[src/rtl/booth_mult_datapath.sv]
// Sequential radix-2 Booth signed multiplier datapath.
// One Booth step per enabled cycle; the product is registered and held after the final step.
module booth_mult_datapath #(
   parameter int WIDTH = 8
) (
   input  logic                 clk,
   input  logic                 rst,
   input  logic                 i_start,
   input  logic                 i_enb,
   input  logic                 i_clr,
   input  logic [WIDTH-1:0]     i_multiplicand,
   input  logic [WIDTH-1:0]     i_multiplier,
   output logic                 o_ovf,
   output logic                 o_busy,
   output logic [2*WIDTH-1:0]   o_product
);

   localparam int CW = $clog2(WIDTH + 1);
   localparam logic [CW-1:0] LAST = CW'(WIDTH - 1);
   localparam logic [CW-1:0] FULL = CW'(WIDTH);

   logic signed [WIDTH:0]  acc;
   logic signed [WIDTH:0]  mcand;
   logic [WIDTH-1:0]       mplier;
   logic                   q_m1;
   logic [CW-1:0]          cnt;
   logic                   ovf;
   logic                   loaded;
   logic [2*WIDTH-1:0]     product;

   logic [2*WIDTH+1:0]     step_nxt;
   logic signed [WIDTH:0]  acc_nxt;
   logic [WIDTH-1:0]       mplier_nxt;
   logic                   q_m1_nxt;
   logic                   step;

   // Add/subtract M by the {Q[0],q_m1} pair, then arithmetic-shift {A,Q,q_m1} right by one.
   function automatic logic [2*WIDTH+1:0] booth_step(
      input logic signed [WIDTH:0] a,
      input logic signed [WIDTH:0] m,
      input logic [WIDTH-1:0]      q,
      input logic                  qm
   );
      logic signed [WIDTH:0] sum;
      logic [2*WIDTH+1:0]    cat;
      case ({q[0], qm})
         2'b01:   sum = a + m;
         2'b10:   sum = a - m;
         default: sum = a;
      endcase
      cat = {sum, q, qm};
      return {cat[2*WIDTH+1], cat[2*WIDTH+1:1]};
   endfunction

   assign step_nxt   = booth_step(acc, mcand, mplier, q_m1);
   assign acc_nxt    = $signed(step_nxt[2*WIDTH+1:WIDTH+1]);
   assign mplier_nxt = step_nxt[WIDTH:1];
   assign q_m1_nxt   = step_nxt[0];
   assign step       = i_enb && (cnt < FULL);

   always_ff @(posedge clk or negedge rst) begin
      if (!rst) begin
         acc     <= '0;
         mcand   <= '0;
         mplier  <= '0;
         q_m1    <= 1'b0;
         cnt     <= '0;
         ovf     <= 1'b0;
         loaded  <= 1'b0;
         product <= '0;
      end else if (i_clr) begin
         acc     <= '0;
         mplier  <= '0;
         q_m1    <= 1'b0;
         cnt     <= '0;
         ovf     <= 1'b0;
         loaded  <= 1'b0;
      end else if (i_start) begin
         mcand   <= {i_multiplicand[WIDTH-1], i_multiplicand};
         mplier  <= i_multiplier;
         acc     <= '0;
         q_m1    <= 1'b0;
         cnt     <= '0;
         ovf     <= 1'b0;
         loaded  <= 1'b1;
      end else if (step) begin
         acc     <= acc_nxt;
         mplier  <= mplier_nxt;
         q_m1    <= q_m1_nxt;
         cnt     <= cnt + 1'b1;
         // The extra accumulator bit is redundant sign once all steps are done.
         if (cnt == LAST) begin
            ovf     <= 1'b1;
            product <= {acc_nxt[WIDTH-1:0], mplier_nxt};
         end
      end
   end

   assign o_ovf     = ovf;
   assign o_busy    = (loaded || (cnt != '0)) && !ovf;
   assign o_product = product;

endmodule

[config.mk]
export PLATFORM = sky130hd
export DESIGN_NAME = booth_mult_datapath
export DESIGN_NICKNAME = d
export VERILOG_FILES = /design/src/rtl/booth_mult_datapath.sv
export SDC_FILE = /design/constraint.sdc
export NUM_CORES = 1
export LEC_CHECK = 0
export CORE_MARGIN = 5
export CORE_UTILIZATION = 30
export CTS_CLUSTER_SIZE = 14
export DETAILED_ROUTE_END_ITERATION = 8
export GPL_TIMING_DRIVEN = 0
export PLACE_DENSITY = 0.47
export SYNTH_ARGS = -nofsm -noshare
export SYNTH_HDL_FRONTEND = slang
export SYNTH_SLANG_ARGS = --single-unit
[constraint.sdc]
create_clock -name clk -period 2.7 [get_ports clk]
set_input_delay 0.54 -clock clk [delete_from_list [all_inputs] [get_ports clk]]
set_output_delay 0.54 -clock clk [all_outputs]
set_load 0.01 [all_outputs]
==> results.cfg <==
[setup_path]
rr_startpoint = mcand[4]$_DFFE_PN0P_
crit_end = o_product[15]$_DFFE_PN0P_
critPathRequiredTime_ps = 2890
worst_ep_arrival_time_ps = 2780
r2r_end = o_product[15]$_DFFE_PN0P_
criticalPathCategory = register to register
critPathTopFamily = compound AO/OA/AOI/OAI gates
reg2reg_slack_ps = 110
start_kind = register
worstSetupEndpointType = register
reg2reg_depth = 9
crit_path_max_fanout = 4
cpPeakStageDelay_ps = 430
crit_chain = nor3_4 > a21oi_4 > xnor2_2 > ha_4 > a2111o_1 > o22ai_2 > mux2i_2 > xor2_1 > o21ai_1
path_buf_inv = 0
path_depth = 9
slowest_stage = dfrtp_1
setup.worst_path.start = mcand[4]$_DFFE_PN0P_

[clock_network]
clockBufferDepth = 2
cts_buffers = 5
cts_root_buf = clkbuf_8
cts.sinks = 47
cts_tree = yes
path_clk_slew_ps = 90
clk_latency_ps = 300
htreeDepth = 2
hold_buffers = 0

[routing]
drc = 0
wl_per_cell_um = 14.3
drt-initial-drc-count = 57
dr.pass1.iters = 4
vias_per_cell = 4.70
antenna_left = 0
drt-total-wl_um = 6040
vias = 1987

[pwr]
peakVddDrop_mv = 0.204
power.leakage_uw = 0.00145
total_power_uw = 1720
p_per_area_mw_per_mm2 = 515

[timing]
period_share_pct = 96.0
hold_viol_final = 0
setup_viol = 0
skew_ps = 5.22
tightestPinTransition_ps = 609
holdWs_ps = 221
min_period_ps = 2590
max_freq_mhz = 386
slew_headroom_pct = 59.3
rsz0062_at_grt = false
drv_slew = 0

[final_layout]
syn2layout_area_growth_pct = 31.4
antennaDiodeCount = 0
final_common_cell = dfrtp_1
nNetsFinal = 351
drive_above_1_share_pct = 17.0
final_cell_mix = dfrtp_1 (45), clkdlybuf4s50_1 (37), nand2_1 (35)
final_area_sq_mm = 0.00333
stdcell_count = 423

[synth]
syn-instance-count = 265
synth.top_cell.area_share_pct = 46.4
synthTopCellsByArea = dfrtp_1 (46%), a21oi_1 (6.1%), ha_1 (5.9%)
ys_seq_area_share_pct = 46.4
yosys_warnings = 0
yosys.area.top_type = dfrtp_1
synth_cell_type_count = 37
ys_seq_elements = 47
syn_nets = 299
syn-cell-area_sq_mm = 0.00253
syn_area_per_cell_sq_um = 9.57

[place]
placed_area_sq_mm = 0.00306
placedCellCount = 409
hpwl_um = 4400
place_congestion = 0.751
portBuffers = 38

[floorplanning]
die_height_um = 102
rows = 33
coreArea_sq_mm = 0.00822
boundaryPins = 39
die_w_um = 102
die_area_sq_mm = 0.0104
start_util_pct = 30.9

[global_route]
overflow = 0
grt_max_degree = 27
grt_antenna_before_repair = 0
grt_pass1_vias = 1956
grt_usage_pct = 12.2
grt_pass1_wl_um = 9890

[outcome]
status = finished clean

[min_path]
hold_path_class = input port to async pin

[job]
cap_viol_max_count = 0
-- worst min-delay path by stage --
| stage | startpoint | end | slack (ps) | cells past startpoint |
|---|---|---|---|---|
| global placement | o_product[11]$_DFFE_PN0P_ | o_product[11]$_DFFE_PN0P_ | 470 | 2 |
| floorplan | rst | acc[0]$_DFFE_PN0P_ | 240 | 0 |
| CTS | rst | o_product[13]$_DFFE_PN0P_ | 240 | 1 |
| finish | rst | mcand[7]$_DFFE_PN0P_ | 220 | 1 |
| global route | rst | o_product[13]$_DFFE_PN0P_ | 270 | 1 |
| detailed placement | o_product[9]$_DFFE_PN0P_ | o_product[9]$_DFFE_PN0P_ | 470 | 2 |
-- cell families after synthesis --
family,count (synthesis),synth area share [%]
xor+xnor,15,5.18
buf+inv,22,3.46
fa+ha+maj,13,6.71
compound gates,62,14.1
simple gates,84,14.8
flops,47,46.4
mux,22,9.38
-- metrics by stage --
step / setup WS, ps / utilization [%] / setup TNS, ps
after detailed placement: -117 / 37.3 / -208
final: 108 / 40.5 / 0
after floorplan: 137 / - / 0
after global routing: 2.87 / 40.5 / 0
after CTS: 13.3 / 38.8 / 0
after global placement: -435 / 37.1 / -20580
-- layout make-up --
type / instances / area [sq um]
Multi-Input combinational cell: 196 / 1380
Fill cell: 818 / 4890
Inverter: 9 / 33.8
Sequential cell: 47 / 1180
Buffer: 13 / 60.1
Timing Repair Buffer: 45 / 440
Clock inverter: 1 / 7.51
Clock buffer: 7 / 96.3
Tap cell: 105 / 131
-- registers in the layout, summed over array words and instances (netlist names) --
register,count
o_ovf,1
cnt,4
loaded,1
o_product,16
mcand,8
mplier,8
acc,8
q_m1,1
-- where the power goes --
group	total (uW)	switching [uW]	leakage (uW)	internal [uW]
registers	770	36.0	0.000629	734
clock network	481	248	0.0000505	233
logic	464	229	0.000775	235
total	1720	513	0.00145	1200
-- what timing repair did --
item,4_1_cts,5_1_grt
endpoints found under the hold margin,0,0
setup buffers,1,5
gates resized for setup,4,21
pin swaps,1,13
setup endpoints to repair,2,6
-- synthesized netlist by cell type --
| cell type | instances |
|---|---|
| a2111o_1 | 1 |
| a211oi_1 | 5 |
| a21o_1 | 1 |
| a21oi_1 | 31 |
| a31oi_1 | 2 |
| a41oi_1 | 1 |
| and2_1 | 1 |
| buf_1 | 2 |
| buf_2 | 4 |
| clkbuf_1 | 7 |
| dfrtp_1 | 47 |
| fa_1 | 1 |
| ha_1 | 12 |
| inv_1 | 9 |
| mux2_1 | 2 |
| mux2_2 | 12 |
| mux2i_1 | 8 |
| nand2_1 | 35 |
| nand2b_1 | 4 |
| nand3_1 | 1 |
| nand4_2 | 1 |
| nor2_1 | 30 |
| nor2b_1 | 5 |
| nor3_1 | 2 |
| nor3_2 | 1 |
| nor4b_1 | 2 |
| o211ai_1 | 1 |
| o21a_2 | 1 |
| o21ai_0 | 12 |
| o21ai_1 | 4 |
| o22ai_2 | 1 |
| o31ai_1 | 1 |
| o41ai_1 | 1 |
| or2_2 | 1 |
| or3_1 | 1 |
| xnor2_1 | 10 |
| xor2_1 | 5 |
-- routing by layer --
layer	up-vias	track usage, %	part of all wire (%)
li1	1012	-	-
met1	930	17.8	49
met2	40	18.2	46
met3	5	2.32	4.1
met4	0	3.73	1.4
met5	-	0	0
Note: power is estimated with default switching activity, not from simulation.
